## src/rtl/hex_scan_driver_pkg.sv

```systemverilog
// Shared constants for the seven-segment scan driver: glyph table,
// blank pattern and drive polarity, plus a nibble-to-glyph helper.
package hex_scan_driver_pkg;

   // Segment and anode drives are active-low: 0 lights the element.
   localparam logic SEG_LIT  = 1'b0;
   localparam logic SEG_DARK = 1'b1;

   // All seven segments off.
   localparam logic [6:0] SEG_BLANK = 7'h7F;

   // Hex glyphs, bit 0 = top segment, bits 1..5 clockwise, bit 6 = centre.
   localparam logic [6:0] GLYPH_TABLE [16] = '{
      7'h40, 7'h79, 7'h24, 7'h30,   // 0 1 2 3
      7'h19, 7'h12, 7'h02, 7'h78,   // 4 5 6 7
      7'h00, 7'h10, 7'h08, 7'h03,   // 8 9 A b
      7'h46, 7'h21, 7'h06, 7'h0E    // C d E F
   };

   function automatic logic [6:0] glyph_lookup(input logic [3:0] nibble);
      return GLYPH_TABLE[nibble];
   endfunction

endpackage

```

## src/rtl/hex_scan_driver_if.sv

```systemverilog
// Bundle between the register side (value/load/controls) and the
// display pins (seg/dp/anodes/frame tick).
interface hex_scan_driver_if #(
   parameter int DIGITS = 4
);
   logic [4*DIGITS-1:0] value;
   logic                load;
   logic                blank_lz;
   logic [DIGITS-1:0]   blink_en;
   logic [DIGITS-1:0]   dp;
   logic [6:0]          seg;
   logic                dp_out;
   logic [DIGITS-1:0]   an;
   logic                frame_tick;

   // Register/host side: drives the display request, observes the pins.
   modport master (
      output value, load, blank_lz, blink_en, dp,
      input  seg, dp_out, an, frame_tick
   );

   // Driver side: consumes the request, drives the pins.
   modport slave (
      input  value, load, blank_lz, blink_en, dp,
      output seg, dp_out, an, frame_tick
   );
endinterface

```

## src/rtl/hex_scan_driver_glyph.sv

```systemverilog
// Combinational nibble to active-low seven-segment glyph lookup.
module hex_glyph
   import hex_scan_driver_pkg::*;
(
   input  logic [3:0] nibble,
   output logic [6:0] seg
);

   // Table lookup of the glyph for the selected nibble.
   always_comb begin
      seg = glyph_lookup(nibble);
   end

endmodule

```

## src/rtl/hex_scan_driver.sv

```systemverilog
// Time-multiplexed common-anode seven-segment driver. Each digit owns a
// slot of REFRESH_DIV cycles; slot cycle 0 is a dead cycle with every
// anode off, during which the segment register is reloaded for the
// digit about to be lit. Supports leading-zero blanking, blink and dp.
module hex_scan_driver
   import hex_scan_driver_pkg::*;
#(
   parameter int DIGITS      = 4,
   parameter int REFRESH_DIV = 50000,
   parameter int BLINK_DIV   = 64
) (
   input  logic               clk,
   input  logic               rst,
   hex_scan_driver_if.slave   bus
);

   localparam int SCW = $clog2(REFRESH_DIV);
   localparam int IW  = (DIGITS > 1) ? $clog2(DIGITS) : 1;
   localparam int BCW = (BLINK_DIV > 1) ? $clog2(BLINK_DIV) : 1;

   localparam logic [SCW-1:0] SLOT_LAST  = SCW'(REFRESH_DIV - 1);
   localparam logic [IW-1:0]  IDX_TOP    = IW'(DIGITS - 1);
   localparam logic [BCW-1:0] BLINK_LAST = BCW'(BLINK_DIV - 1);

   // Scan position
   logic [SCW-1:0]        slot_r;
   logic [IW-1:0]         digit_r;
   logic [SCW-1:0]        slot_nxt_s;
   logic [IW-1:0]         digit_nxt_s;

   // Shadow copies of the display request
   logic [4*DIGITS-1:0]   value_r;
   logic [DIGITS-1:0]     blink_sh_r;
   logic [DIGITS-1:0]     dp_sh_r;

   // Blink timing
   logic [BCW-1:0]        blink_cnt_r;
   logic                  blink_phase_r;

   // Output registers
   logic [6:0]            seg_r;
   logic                  dp_out_r;
   logic [DIGITS-1:0]     an_r;
   logic                  frame_tick_r;

   // Current-digit selection and blanking
   logic [3:0]            nibble_s;
   logic [6:0]            glyph_s;
   logic                  cur_blink_s;
   logic                  cur_dp_s;
   logic                  cur_lz_s;
   logic                  zero_above_s;
   logic                  hit_s;
   logic                  blank_s;
   logic [DIGITS-1:0]     an_nxt_s;

   hex_glyph u_glyph (
      .nibble (nibble_s),
      .seg    (glyph_s)
   );

   // Next scan position: slot counter wraps, digit index walks downward.
   always_comb begin
      slot_nxt_s  = slot_r;
      digit_nxt_s = digit_r;
      if (slot_r == SLOT_LAST) begin
         slot_nxt_s = '0;
         if (digit_r == '0) begin
            digit_nxt_s = IDX_TOP;
         end else begin
            digit_nxt_s = digit_r - IW'(1'b1);
         end
      end else begin
         slot_nxt_s  = slot_r + SCW'(1'b1);
         digit_nxt_s = digit_r;
      end
   end

   // Select the current digit's shadow fields, its leading-zero status and
   // the anode pattern for the next cycle (dark in the dead cycle).
   always_comb begin
      nibble_s     = 4'h0;
      cur_blink_s  = 1'b0;
      cur_dp_s     = 1'b0;
      cur_lz_s     = 1'b0;
      zero_above_s = 1'b1;
      hit_s        = 1'b0;
      an_nxt_s     = {DIGITS{SEG_DARK}};
      for (int i = DIGITS - 1; i >= 0; i--) begin
         zero_above_s = zero_above_s & (value_r[4*i +: 4] == 4'h0);
         hit_s        = (IW'(i) == digit_r);
         nibble_s     = hit_s ? value_r[4*i +: 4] : nibble_s;
         cur_blink_s  = hit_s ? blink_sh_r[i] : cur_blink_s;
         cur_dp_s     = hit_s ? dp_sh_r[i] : cur_dp_s;
         cur_lz_s     = hit_s ? (zero_above_s && (i != 0)) : cur_lz_s;
         if ((IW'(i) == digit_nxt_s) && (slot_nxt_s != '0)) begin
            an_nxt_s[i] = SEG_LIT;
         end else begin
            an_nxt_s[i] = SEG_DARK;
         end
      end
      blank_s = (bus.blank_lz & cur_lz_s) | (blink_phase_r & cur_blink_s);
   end

   // Slot counter and digit index.
   always_ff @(posedge clk or posedge rst) begin
      if (rst) begin
         slot_r  <= '0;
         digit_r <= IDX_TOP;
      end else begin
         slot_r  <= slot_nxt_s;
         digit_r <= digit_nxt_s;
      end
   end

   // Shadow registers capture the request on load.
   always_ff @(posedge clk or posedge rst) begin
      if (rst) begin
         value_r    <= '0;
         blink_sh_r <= '0;
         dp_sh_r    <= '0;
      end else if (bus.load) begin
         value_r    <= bus.value;
         blink_sh_r <= bus.blink_en;
         dp_sh_r    <= bus.dp;
      end else begin
         value_r    <= value_r;
         blink_sh_r <= blink_sh_r;
         dp_sh_r    <= dp_sh_r;
      end
   end

   // Blink phase flips every BLINK_DIV completed frames.
   always_ff @(posedge clk or posedge rst) begin
      if (rst) begin
         blink_cnt_r   <= '0;
         blink_phase_r <= 1'b0;
      end else if (frame_tick_r) begin
         if (blink_cnt_r == BLINK_LAST) begin
            blink_cnt_r   <= '0;
            blink_phase_r <= ~blink_phase_r;
         end else begin
            blink_cnt_r   <= blink_cnt_r + BCW'(1'b1);
            blink_phase_r <= blink_phase_r;
         end
      end else begin
         blink_cnt_r   <= blink_cnt_r;
         blink_phase_r <= blink_phase_r;
      end
   end

   // Output registers; segments reload in the dead cycle so a digit keeps
   // its glyph for the whole lit part of its slot.
   always_ff @(posedge clk or posedge rst) begin
      if (rst) begin
         seg_r        <= SEG_BLANK;
         dp_out_r     <= SEG_DARK;
         an_r         <= {DIGITS{SEG_DARK}};
         frame_tick_r <= 1'b0;
      end else begin
         an_r         <= an_nxt_s;
         frame_tick_r <= (slot_nxt_s == SLOT_LAST) && (digit_nxt_s == '0);
         if (slot_r == '0) begin
            if (blank_s) begin
               seg_r    <= SEG_BLANK;
               dp_out_r <= SEG_DARK;
            end else begin
               seg_r    <= glyph_s;
               dp_out_r <= cur_dp_s ? SEG_LIT : SEG_DARK;
            end
         end else begin
            seg_r    <= seg_r;
            dp_out_r <= dp_out_r;
         end
      end
   end

   assign bus.seg        = seg_r;
   assign bus.dp_out     = dp_out_r;
   assign bus.an         = an_r;
   assign bus.frame_tick = frame_tick_r;

endmodule
```

## src/flat_wrapper.sv

```systemverilog
// flat-port wrapper written by rule: the top's interface ports become plain ports
module hex_scan_driver_flat import hex_scan_driver_pkg::*;
#(
   parameter int DIGITS      = 4,
   parameter int REFRESH_DIV = 50000,
   parameter int BLINK_DIV   = 64
)
  (clk, rst, bus_value, bus_load, bus_blank_lz, bus_blink_en, bus_dp, bus_seg, bus_dp_out, bus_an, bus_frame_tick);
  hex_scan_driver_if #(.DIGITS(DIGITS)) bus_i ();
  input  logic clk;
  input  logic rst;
  input wire logic [$bits(bus_i.value)-1:0] bus_value;
  input wire logic [$bits(bus_i.load)-1:0] bus_load;
  input wire logic [$bits(bus_i.blank_lz)-1:0] bus_blank_lz;
  input wire logic [$bits(bus_i.blink_en)-1:0] bus_blink_en;
  input wire logic [$bits(bus_i.dp)-1:0] bus_dp;
  output wire logic [$bits(bus_i.seg)-1:0] bus_seg;
  output wire logic [$bits(bus_i.dp_out)-1:0] bus_dp_out;
  output wire logic [$bits(bus_i.an)-1:0] bus_an;
  output wire logic [$bits(bus_i.frame_tick)-1:0] bus_frame_tick;
  assign bus_i.value = bus_value;
  assign bus_i.load = bus_load;
  assign bus_i.blank_lz = bus_blank_lz;
  assign bus_i.blink_en = bus_blink_en;
  assign bus_i.dp = bus_dp;
  assign bus_seg = bus_i.seg;
  assign bus_dp_out = bus_i.dp_out;
  assign bus_an = bus_i.an;
  assign bus_frame_tick = bus_i.frame_tick;
  hex_scan_driver #(.DIGITS(DIGITS), .REFRESH_DIV(REFRESH_DIV), .BLINK_DIV(BLINK_DIV)) u_core (.clk(clk), .rst(rst), .bus(bus_i));
endmodule
```

## config.mk

```make
export PLATFORM = sky130hd
export DESIGN_NAME = hex_scan_driver_flat
export DESIGN_NICKNAME = d
export VERILOG_FILES = /design/src/rtl/hex_scan_driver_pkg.sv /design/src/rtl/hex_scan_driver_if.sv /design/src/rtl/hex_scan_driver_glyph.sv /design/src/rtl/hex_scan_driver.sv /design/src/flat_wrapper.sv
export SDC_FILE = /design/constraint.sdc
export NUM_CORES = 1
export LEC_CHECK = 0
export CORE_MARGIN = 4
export CORE_UTILIZATION = 25
export CTS_CLUSTER_DIAMETER = 60
export DETAILED_ROUTE_END_ITERATION = 6
export GPL_ROUTABILITY_DRIVEN = 0
export GPL_TIMING_DRIVEN = 0
export HOLD_SLACK_MARGIN = 0.08
export SLEW_MARGIN = 0
export SYNTH_ARGS = -nofsm -noshare
export SYNTH_HDL_FRONTEND = slang
export SYNTH_HIERARCHICAL = 1
export SYNTH_SLANG_ARGS = --single-unit
```

## constraint.sdc

```tcl
create_clock -name clk -period 4.8 [get_ports clk]
set_clock_uncertainty 0.15 [all_clocks]
set_input_delay 0.96 -clock clk [delete_from_list [all_inputs] [get_ports clk]]
set_output_delay 0.96 -clock clk [all_outputs]
set_load 0.005 [all_outputs]
```

==> out/results.tsv, run 1 <==
metric	value	unit
status	finished, final reports clean	
worst skew pair latency	0.33	ns
Worst EP arrival	3.41	ns
initial antenna violation count	0	
Post-CTS Repair Setup Buffers	0	
Post-Syn Nets	371	
DP HPWL	5780	um
antenna-violating nets left	0	
Sink Count	62	
clock power share	48.6	%
Overflow after GRT	0	
filler cell count	1309	
sequential fraction of the synthesis area	45.3	%
Slew @ Worst Pin	0.648	ns
Ant. Diodes	0	
Slew Limit Headroom	56.4	%
EDFF count, synth	0	
max-slew violations	0	
Max FO, Critical Path	10	
Fin. Hold Viols	0	
most common cell after layout, fill and taps aside	dfrtp_1	
RSZ-0062 raised after global routing	no	
drt total wl	7630	um
maxcap violations	0	
vias	2569	
Post-Syn Area per Cell	10.6	um2
Place WS	1.55	ns
area delta synth->final	27.1	%
nature of the critical path startpoint	flip-flop	
clock buffer depth	2	
Finished Cell Area	4400	um2
fraction of layout cells with a size suffix above 1	23.4	%
Mapped Cells	328	
combinational share of power	9.1	%
worst hold path class	flip-flop to flip-flop	
Die W	126	um
Sw Share	22.7	%
vias in the first global route	2737	
hold_buf cts	0	
Post-CTS Resized	0	
CP endpoint kind	flip-flop	
Peak VDD IR	0.000158	V
switching pwr	306	uW
I/O Buffers	39	
fin crit share	68.6	%
die area	15800	um2
drt drc	0	
min Tclk post-route	3.29	ns
Worst EP required	4.92	ns
Nets	422	
share of power burned in registers	42.3	%
IO Pins	41	
initial core utilization	25.9	%
WS Path Type	flip-flop to flip-flop	
number of synthesized register bits	62	
GRT Util Overall	9.93	%
CTS clock-pin slew for the worst setup and hold paths	0.05	ns
CTS Buf Count	9	
setup TNS	0	ns
Max Freq	304	MHz
routed length per instance	13.6	um
Ys Warns	6	
Final setup viols	0	
Die Span Y	126	um
Vias/cell	4.59	
Rows	42	
Mapped Area	3470	um2
PD cells	306	nW/um2
DRT iter0 DRCs	168	
Overall Power	1.35	mW
Pre-antenna DRT Iters	4	
Main synth FF type	dfrtp_1	
Async SR Flop Fraction	100	%
root buffer cell	clkbuf_16	
first-pass GRT wire length	12900	um
most frequent cells in the layout	48 x dfrtp_1, 39 x clkdlybuf4s50_1, 30 x nand2_1	
CTS tree	built	
largest net degree at the start of global routing	41	
# H-tree levels	3	
worst setup margin	1.51	ns
Hold WS	0.317	ns
number of library cell types mapped by synthesis	57	
Cell Area, Placed	4100	um2
Leak	1.81	nW
core area	13400	um2
Int Pwr	1.04	mW
worst max-delay path: stages (launching register included):
cell and delay, ns:
dfstp_2 0.57, inv_1 0.08, ha_1 0.23, clkbuf_1 0.21, nor2_1 0.16, a21oi_1 0.06
nor2_1 0.11, a21oi_1 0.05, o21ai_0 0.53, inv_1 0.21, ha_1 0.34, nand2_1 0.09
a21oi_1 0.07, a31oi_1 0.21, o22a_1 0.15
power by group through the flow:
stage | Clock (mW) | Sequential (mW) | Combinational, mW
after CTS | 0.679 | 0.571 | 0.124
after detailed placement | 0 | 0.580 | 0.124
after global routing | 0.700 | 0.574 | 0.136
final | 0.655 | 0.571 | 0.122
after floorplan | 0 | 0.575 | 0.0721
after global placement | 0 | 0.578 | 0.119
path summary, 6_finish.rpt:
kind,startpoint,end,slack [ns],depth (start not counted)
setup / recovery,u_core/digit_r[0],u_core/bus.seg[3],1.51,14
setup reg to reg,u_core/digit_r[0],u_core/bus.seg[3],1.51,14
min in group asynchronous,rst,u_core/slot_r[10],0.84,2
hold reg to reg,u_core/blink_phase_r,u_core/blink_phase_r,0.32,1
max in group asynchronous,rst,u_core/bus.seg[1],3.01,3
hold / removal,u_core/blink_phase_r,u_core/blink_phase_r,0.32,1
layout make-up:
cell class	instances	area, um2	share of cell area (%)
clock inverters	6	68.8	1.56
well taps	176	220	5.00
inverters	11	41.3	0.938
multi-input cells	235	1720	39.1
plain buffers	20	131	2.98
clock buffers	10	239	5.43
flip-flops and latches	62	1570	35.6
repair buffers	40	410	9.32
flip-flops by register name, summed over array words and instances, names as in the netlist:
signal,count
u_core/value_r,16
u_core/dp_sh_r,4
u_core/bus.an,4
u_core/blink_sh_r,4
u_core/bus.seg,7
u_core/digit_r,2
u_core/slot_r,16
u_core/bus.dp_out,1
u_core/bus.frame_tick,1
u_core/blink_cnt_r,6
u_core/blink_phase_r,1
cells in the mapped netlist, types with 8 or more instances:
cell type	instances	area (um2)
ha_1	15	188
a21oi_1	13	65.1
dfrtp_1	48	1200
xnor2_1	14	123
mux2_2	27	304
clkbuf_1	8	30.0
nand2_1	30	113
dfstp_2	14	368
inv_1	11	41.3
o22a_1	8	70.1
nor2_1	26	97.6
xor2_1	10	87.6
nand3_1	11	55.1
o21ai_0	11	55.1
layer usage:
metal,GRT usage [%],vias up,wire [um]
met5,0,-,0
met4,4.73,0,179
met3,3.39,16,376
met2,15.4,59,3460
met1,12.4,1231,3610
li1,-,1263,-
through the flow:
step           utilization, %  std cells
2_1_floorplan               -        328
3_3_place_gp             30.4        543
3_5_place_dp             30.6        544
4_1_cts                  32.9        560
5_1_grt                  32.9        560
6_report                 32.9        560
logic make-up after synthesis:
kind of cell               Yosys count  synth area share [%]
and+or+nand+nor                    110                  18.0
DFF                                 62                  45.3
AOI/OAI and AO/OA                   57                  10.9
buffers and inverters               31                  4.98
muxes                               29                  9.35
xor gates and xnor gates            24                  6.06
adders and majority gates           15                  5.42
No activity file was read; power rests on OpenSTA's default activity.
==> run 2, diff against run 1 <==
==> constraint.sdc (replaced) <==
create_clock -name clk -period 2.75 [get_ports clk]
set_clock_uncertainty 0.15 [all_clocks]
set_input_delay 0.55 -clock clk [delete_from_list [all_inputs] [get_ports clk]]
set_output_delay 0.55 -clock clk [all_outputs]
set_load 0.005 [all_outputs]
==> run 2 against run 1 <==
Via count fell by 0.16%. Sequential power increased by 75%. Worst hold slack better by 0.011 ns. Die area is the same. Global-route usage down 0.23 points. Utilization is 0.39 points higher. Routed wire length is 2.9% lower. Total power is 75% higher. Clock-buffer cell count increased by 2. Sequential share of layout area decreased by 0.42 points. Largest power group unchanged.
==> out/results.tsv, run 2 (same netlist as run 1, synthesis figures left out) <==
metric	value	unit
Reg area	1570	um2
Post-Place Cells	544	
max-slew violations	0	
Final setup viols	0	
CP endpoint kind	flip-flop	
fin crit share	94.9	%
Leak	1.84	nW
Slew Limit Headroom	55.2	%
status	finished, final reports clean	
drt total wl	7410	um
most frequent cells in the layout	48 x dfrtp_1, 39 x clkdlybuf4s50_1, 30 x nand2_1	
WS Path Type	flip-flop to flip-flop	
hold_buf cts	0	
vias	2565	
internal reg-to-reg setup slack	0.14	ns
combinational share of power	9.5	%
Hold Path Depth	1	
Worst path slowest cell	dfstp_2	
Pre-antenna DRT Iters	4	
Worst EP arrival	2.71	ns
area delta synth->final	28.6	%
share of power burned in registers	42.3	%
RSZ-0062 raised after global routing	yes	
CTS Buf Count	9	
IO Pins	41	
Fin. Hold Viols	0	
footprint of the multi-input gates	1750	um2
die area	15800	um2
DP HPWL	5610	um
Top delay family on crit path	compound AO/OA/AOI/OAI gates	
worst skew pair latency	0.32	ns
min Tclk post-route	2.61	ns
Die W	126	um
filler cell count	1358	
largest net degree at the start of global routing	33	
Peak VDD IR	0.000367	V
clock power share	48.2	%
CTS clock-pin slew for the worst setup and hold paths	0.05	ns
fin cells	562	
worst setup margin	0.140	ns
Die Span Y	126	um
Nets	425	
fraction of layout cells with a size suffix above 1	25.9	%
GRT Util Overall	9.69	%
vias in the first global route	2567	
Int Pwr	1.86	mW
CP Cell Sequence	inv_1, ha_1, buf_2, nor2_1, a21oi_1, o21ai_2, inv_2, ha_1, or2_2, a21oi_1, a31oi_1, o22a_1	
worst hold path class	flip-flop to flip-flop	
drt drc	0	
# H-tree levels	3	
Max FO, Critical Path	10	
Rows	42	
routed length per instance	13.2	um
setup TNS	0	ns
first-pass GRT wire length	12500	um
maxcap violations	0	
Worst path max stage delay	0.58	ns
Max Freq	383	MHz
PD cells	529	nW/um2
cell depth of the worst setup path	12	
initial antenna violation count	0	
Ant. Diodes	0	
I/O Buffers	39	
CTS tree	built	
nature of the critical path startpoint	flip-flop	
Bufs and invs on worst path	3	
Sink Count	62	
most common cell after layout, fill and taps aside	dfrtp_1	
Overflow after GRT	0	
clock buffer depth	2	
Slew @ Worst Pin	0.671	ns
antenna-violating nets left	0	
initial core utilization	25.9	%
reg2reg path depth	12	
DRT iter0 DRCs	181	
Vias/cell	4.56	
root buffer cell	clkbuf_16	
switching pwr	494	uW
Sw Share	20.9	%
Worst EP required	2.85	ns
Place WS	-0.298	ns
core area	13400	um2
## run 2: changes by cell type in the layout (fill, tap and decap cells not counted), sizes merged
cell | before | now
buf | 11 | 16
inv | 13 | 11
clkinv | 2 | 1
## run 2: per-stage QoR
stage / util, % / hold WS (ns) / cell area (um2) / power [mW]
after floorplan: - / 0.290 / 3470 / 1.13
after global routing: 33.3 / 0.344 / 4460 / 2.47
after CTS: 33.1 / 0.329 / 4430 / 2.40
final: 33.3 / 0.328 / 4460 / 2.36
after detailed placement: 30.6 / 0.316 / 4100 / 1.23
after global placement: 30.4 / 0.309 / 4080 / 1.22
## run 2: worst paths after layout
path	endpoint	from
max	u_core/bus.seg[3]	u_core/digit_r[1]
max in group asynchronous	u_core/bus.seg[2]	rst
min reg2reg	u_core/blink_phase_r	u_core/blink_phase_r
max reg2reg	u_core/bus.seg[3]	u_core/digit_r[1]
min	u_core/blink_phase_r	u_core/blink_phase_r
min in group asynchronous	u_core/bus.frame_tick	rst
## run 2: layer usage
layer,track usage (%),vias to the layer above,wire (um)
met5,0,-,0
met4,3.41,0,104
met3,2.75,9,314
met2,14.8,47,3330
met1,13.2,1242,3660
li1,-,1267,-
## run 2: final cells by class
type	instances	area share [%]
Buffer	19	2.89
Inverter	11	0.926
Timing Repair Buffer	44	9.88
Clock inverter	3	0.955
Clock buffer	12	5.98
Tap cell	176	4.94
Multi-Input combinational cell	235	39.2
Sequential cell	62	35.2
## run 2: power groups by stage
stage / combinational, mW / sequential (mW) / clock, mW
2_1_floorplan: 0.126 / 1.00 / 0
3_3_place_gp: 0.207 / 1.01 / 0
3_5_place_dp: 0.216 / 1.01 / 0
4_1_cts: 0.226 / 0.997 / 1.17
5_1_grt: 0.251 / 1.00 / 1.22
6_report: 0.224 / 0.997 / 1.14
## run 2: worst reg2reg max path, stage by stage (launching register included)
cell and delay, ns:
dfstp_2 0.58, inv_1 0.07, ha_1 0.23, buf_2 0.20
nor2_1 0.11, a21oi_1 0.06, o21ai_2 0.17, inv_2 0.09
ha_1 0.19, or2_2 0.29, a21oi_1 0.17, a31oi_1 0.07
o22a_1 0.17
## run 2: repair_timing
| item | in CTS | in global routing |
|---|---|---|
| hold endpoints to repair | 0 | 0 |
| setup endpoints to repair | 7 | 7 |
| resized for setup | 2 | 9 |
| buffers inserted | 3 | 1 |
| pin swaps | 2 | 2 |
